[src/rtl/hazard_scheduler.sv]
// Pipeline hazard scheduler: load-use stalls, branch flushes, global hold and operand forwarding.
// Optional performance counters are built when HAZ_PERF_CNT_EN is defined.

// Forwarding select for one ID source operand against the EX/MEM/WB scoreboard.
module hazard_fwd_sel #(
    parameter int AW = 4
) (
    input  logic [AW-1:0]        src,
    input  logic                 used,
    input  logic [2:0]           vld,
    input  logic [2:0][AW-1:0]   rd,
    output logic [1:0]           sel
);
    always_comb begin
        sel = 2'b00;
        // The all-ones register never forwards.
        if (used && (src != '1)) begin
            if      (vld[0] && (rd[0] == src)) sel = 2'b01;
            else if (vld[1] && (rd[1] == src)) sel = 2'b10;
            else if (vld[2] && (rd[2] == src)) sel = 2'b11;
        end
    end
endmodule

module hazard_scheduler #(
    parameter int AW     = 4,
    parameter int PERF_W = 16
) (
    input  logic          clk,
    input  logic          R,
    input  logic          ext_hold,
    input  logic [AW-1:0] ID_rn,
    input  logic [AW-1:0] ID_rm,
    input  logic [AW-1:0] ID_rd,
    input  logic          ID_use_rn,
    input  logic          ID_use_rm,
    input  logic          ID_use_rd,
    input  logic          ID_wr_en,
    input  logic          ID_load,
    input  logic          ID_branch,
    input  logic          ID_cond_true,
    output logic          PC_LE,
    output logic          IF_ID_LE,
    output logic          IF_ID_R,
    output logic          CU_S,
    output logic          pipe_en,
    output logic          PC_src,
    output logic [1:0]    fwd_a,
    output logic [1:0]    fwd_b,
    output logic [1:0]    fwd_d
`ifdef HAZ_PERF_CNT_EN
    ,
    output logic [PERF_W-1:0] stall_cnt,
    output logic [PERF_W-1:0] flush_cnt
`endif
);
    typedef enum logic [1:0] {RUN, LU_STALL, HOLD} state_t;

    typedef struct packed {
        logic          vld;
        logic [AW-1:0] rd;
        logic          ld;
    } slot_t;

    state_t state, state_nx, ret, ret_nx;
    slot_t [2:0] sb;  // [0]=EX, [1]=MEM, [2]=WB
    slot_t ex_new;

    logic [2:0][AW-1:0] src;
    logic [2:0]         use_v;
    logic [2:0]         sb_vld;
    logic [2:0][AW-1:0] sb_rd;
    logic [2:0]         lu_src;
    logic [2:0][1:0]    fwd_sel;
    logic               freeze, lu_stall, br_take;

    assign src   = {ID_rd, ID_rm, ID_rn};
    assign use_v = {ID_use_rd, ID_use_rm, ID_use_rn};

    genvar i;
    generate
        for (i = 0; i < 3; i++) begin : g_src
            assign sb_vld[i] = sb[i].vld;
            assign sb_rd[i]  = sb[i].rd;
            assign lu_src[i] = use_v[i] && (src[i] != '1) && sb[0].vld && sb[0].ld
                               && (sb[0].rd == src[i]);
            hazard_fwd_sel #(.AW(AW)) u_fwd (
                .src  (src[i]),
                .used (use_v[i]),
                .vld  (sb_vld),
                .rd   (sb_rd),
                .sel  (fwd_sel[i])
            );
        end
    endgenerate

    assign fwd_a = R ? fwd_sel[0] : 2'b00;
    assign fwd_b = R ? fwd_sel[1] : 2'b00;
    assign fwd_d = R ? fwd_sel[2] : 2'b00;

    // The HOLD state itself keeps the pipe frozen for the cycle in which ext_hold drops.
    assign freeze = ext_hold || (state == HOLD);

    always_comb begin
        PC_LE    = 1'b1;
        IF_ID_LE = 1'b1;
        IF_ID_R  = 1'b0;
        CU_S     = 1'b0;
        pipe_en  = 1'b1;
        PC_src   = 1'b0;
        state_nx = state;
        ret_nx   = ret;
        lu_stall = 1'b0;
        br_take  = 1'b0;
        if (freeze) begin
            PC_LE    = 1'b0;
            IF_ID_LE = 1'b0;
            pipe_en  = 1'b0;
            state_nx = ext_hold ? HOLD : ret;
            if (state != HOLD) ret_nx = state;
        end else begin
            lu_stall = |lu_src;
            br_take  = ID_branch && ID_cond_true && !lu_stall;
            state_nx = lu_stall ? LU_STALL : RUN;
            if (lu_stall) begin
                PC_LE    = 1'b0;
                IF_ID_LE = 1'b0;
                CU_S     = 1'b1;
            end else if (br_take) begin
                PC_src  = 1'b1;
                IF_ID_R = 1'b1;
            end
        end
        if (!R) begin
            PC_LE    = 1'b0;
            IF_ID_LE = 1'b0;
            IF_ID_R  = 1'b1;
            CU_S     = 1'b1;
            pipe_en  = 1'b0;
            PC_src   = 1'b0;
            lu_stall = 1'b0;
            br_take  = 1'b0;
        end
    end

    always_comb begin
        ex_new     = '0;
        ex_new.vld = ID_wr_en && !CU_S;
        ex_new.rd  = ID_rd;
        ex_new.ld  = ID_load;
    end

    always_ff @(posedge clk or negedge R) begin
        if (!R) begin
            state <= RUN;
            ret   <= RUN;
            sb    <= '0;
        end else begin
            state <= state_nx;
            ret   <= ret_nx;
            if (pipe_en) sb <= {sb[1], sb[0], ex_new};
        end
    end

`ifdef HAZ_PERF_CNT_EN
    always_ff @(posedge clk or negedge R) begin
        if (!R) begin
            stall_cnt <= '0;
            flush_cnt <= '0;
        end else begin
            if (lu_stall && !(&stall_cnt)) stall_cnt <= stall_cnt + 1'b1;
            if (br_take  && !(&flush_cnt)) flush_cnt <= flush_cnt + 1'b1;
        end
    end
`endif

endmodule
[config.mk]
export PLATFORM = sky130hd
export DESIGN_NAME = hazard_scheduler
export DESIGN_NICKNAME = d
export VERILOG_FILES = /design/src/rtl/hazard_scheduler.sv
export SDC_FILE = /design/constraint.sdc
export NUM_CORES = 1
export LEC_CHECK = 0
export CELL_PAD_IN_SITES_DETAIL_PLACEMENT = 0
export CELL_PAD_IN_SITES_GLOBAL_PLACEMENT = 1
export CORE_MARGIN = 2
export CORE_UTILIZATION = 41
export CTS_BUF_LIST = sky130_fd_sc_hd__clkbuf_4 sky130_fd_sc_hd__clkbuf_8
export DETAILED_ROUTE_END_ITERATION = 10
export PLACE_DENSITY_LB_ADDON = 0.05
export SLEW_MARGIN = 20
export SYNTH_ARGS = -nofsm -noshare
export SYNTH_HDL_FRONTEND = slang
export SYNTH_SLANG_ARGS = --single-unit
[constraint.sdc]
create_clock -name clk -period 4.6 [get_ports clk]
set_clock_uncertainty 0.05 [all_clocks]
set_input_delay 0.92 -clock clk [delete_from_list [all_inputs] [get_ports clk]]
set_output_delay 0.92 -clock clk [all_outputs]
set_load 0.02 [all_outputs]
==> qor.yml <==
worst_setup_path:
  worst-setup-path-type: "input port to output pin"
  r2r_start: "state[1]$_DFF_PN0_"
  startpoint: "ID_rd[0]"
  worstPathRequired_ns: 3.63
  path_max_fanout: 6
  cp-end-kind: "output pin"
  startpoint_type: "input port"
  critPathArrivalTime_ns: 3.14
place:
  dpl.hpwl_um: 2860
  numPortBuffers: 33
  placed_area_um2: 1760
  place.gp.congestion: 0.928
cts:
  cts-root-buf: "clkbuf_4"
  ctsHoldBuffers: 0
  cts_resized: 0
  cts_buffer_depth: 2
  cts.htree.levels: 1
  clock_latency_ns: 0.30
  cts_tree: "yes"
  cts.clk_slew.worst_paths_ns: 0.12
  post_cts_buffers: 0
  cts_sinks: 20
  cts_buffers: 3
yosys:
  ys_ff_latch: 20
  netlist_instances: 152
  yosysWarnings: 0
  syn_area_um2: 1390
  syn-num-nets: 174
  ys_seq_area_share_pct: 36.0
  ys_types: 34
  avgSynthCellArea_um2: 9.15
grt:
  grt-ovfl-total: 0
  grt_max_degree: 16
  first_global_vias: 1258
  antenna_found_initial: 0
  track_usage_pct: 20.8
  grt_pass1_wl_um: 6320
layout:
  antenna_cells: 0
  design_area_um2: 1820
  mostFrequentLayoutCells: "clkdlybuf4s50_1, xor2_1, dfrtp_1"
  drive_above_1_share_pct: 12.4
  syn_to_final_growth_pct: 30.5
  nets: 209
  layout_commonest_cell: "clkdlybuf4s50_1"
power:
  leakagePower_uw: 0.000738
  peakVddDrop_mv: 0.259
  pwr_density_cell_nw_per_um2: 416
routing:
  vias: 1200
  drt-total-wl_um: 3640
  drcViolationCount: 0
  wl_per_cell_um: 15.7
  vias_per_cell: 5.17
  drt_iter0_drc: 75
  ant_nets: 0
  drt-pass1-iter-count: 4
timing:
  finalCritPeriodShare_pct: 89.4
  finalHoldViolations: 0
  setup_tns_ns: 0
  drv_slew: 0
  fmax_mhz: 243
  finalCriticalPeriod_ns: 4.11
  max-slew-margin-rel_pct: 74.5
  rsz0062_at_grt: "false"
  setup_violations: 0
  max_slew.worst_pin.slew_ns: 0.381
floorplanning:
  dieHeight_um: 62.3
  die-area_um2: 3880
  rows: 21
  start_util_pct: 42.4
  core_um2: 3280
  io-pin-count: 34
  die_x_um: 62.3
worst_hold_path:
  hold_path.class: "flip-flop to flip-flop"
  hold_path_startpoint: "ret[1]$_DFFE_PN0P_"
outcome:
  status: "completed"
flow_run:
  maxCapViolCount: 0
## logic make-up (layout without fill, tap and decap cells)
group	after synthesis	in the layout	share of synthesized area (%)
AOI/OAI and AO/OA	25	25	12.1
muxes	9	9	7.28
buffers and inverters	14	48	4.68
xor gates and xnor gates	30	30	18.9
DFF	20	20	36.0
and+or+nand+nor	54	54	21.0
## synth_stat cells, drive strengths merged
cell type  count  area share [%]
nor4           6             4.0
and3           1            0.45
o2bb2ai        1             1.1
o31a           2             1.3
buf            3             1.7
nor3           8             2.9
and4           1            0.63
inv            9             2.4
o31ai          2             1.1
o221ai         2             1.3
o21ai          9             3.2
a21o           1            0.54
nor2           5             1.3
nand3          7             2.5
nand4          2            0.90
a41oi          1            0.63
nand2         16             4.3
xnor2          8             5.0
o22ai          1            0.45
a21oi          5             1.8
xor2          22              14
mux2           9             7.3
dfrtp         20              36
nand2b         3             1.5
clkbuf         2            0.54
nor2b          5             2.4
a32o           1            0.81
## worst paths after layout
path / end / slack (ns) / cells past startpoint
setup / recovery: IF_ID_R / 0.49 / 6
hold / removal: state[1]$_DFF_PN0_ / 0.45 / 1
setup reg to reg: sb[3]$_DFFE_PN0P_ / 2.74 / 5
hold reg to reg: state[1]$_DFF_PN0_ / 0.45 / 1
max in group asynchronous: sb[7]$_DFFE_PN0P_ / 3.24 / 2
min in group asynchronous: sb[10]$_DFFE_PN0P_ / 1.11 / 2
## flip-flops by register name, indices dropped and copies added (netlist names)
register,cells
ret,2
sb,16
state,2
## critical path, stage by stage
cell and delay [ns]:
clkdlybuf4s50_1 0.63, nand4_1 0.18, and3_1 0.22, a32o_2 0.27
o31ai_1 0.27, clkdlybuf4s50_1 0.66
## report_power, final
part / total, uW / internal, uW / switching (uW)
registers: 345 / 236 / 109
clock network: 142 / 88.1 / 53.5
logic: 268 / 145 / 123
total: 755 / 470 / 285
## final cells by class
class / instances / area [um2]
Clock inverter: 1 / 30.0
Multi-Input combinational cell: 118 / 826
Tap cell: 46 / 57.6
Clock buffer: 3 / 22.5
Timing Repair Buffer: 35 / 345
Fill cell: 319 / 1470
Inverter: 9 / 33.8
Sequential cell: 20 / 500
## stage by stage
step / hold WS (ns) / setup slack (ns) / instances / power [uW] / util, %
6_report: 0.450 / 0.489 / 232 / 755 / 55.3
5_1_grt: 0.482 / 0.276 / 232 / 812 / 55.3
4_1_cts: 0.457 / 0.466 / 232 / 762 / 55.3
3_5_place_dp: 0.429 / 0.470 / 228 / 618 / 53.7
3_3_place_gp: 0.409 / 0.485 / 228 / 607 / 53.7
2_1_floorplan: 0.400 / 1.31 / 152 / 505 / -
## routing by layer
metal / part of all wire [%] / GRT usage, %
met5: 0 / 0
met4: 0.85 / 6.39
met3: 5.7 / 3.26
met2: 46 / 32.2
met1: 48 / 30.0
Power figures use the tool's default switching activity.
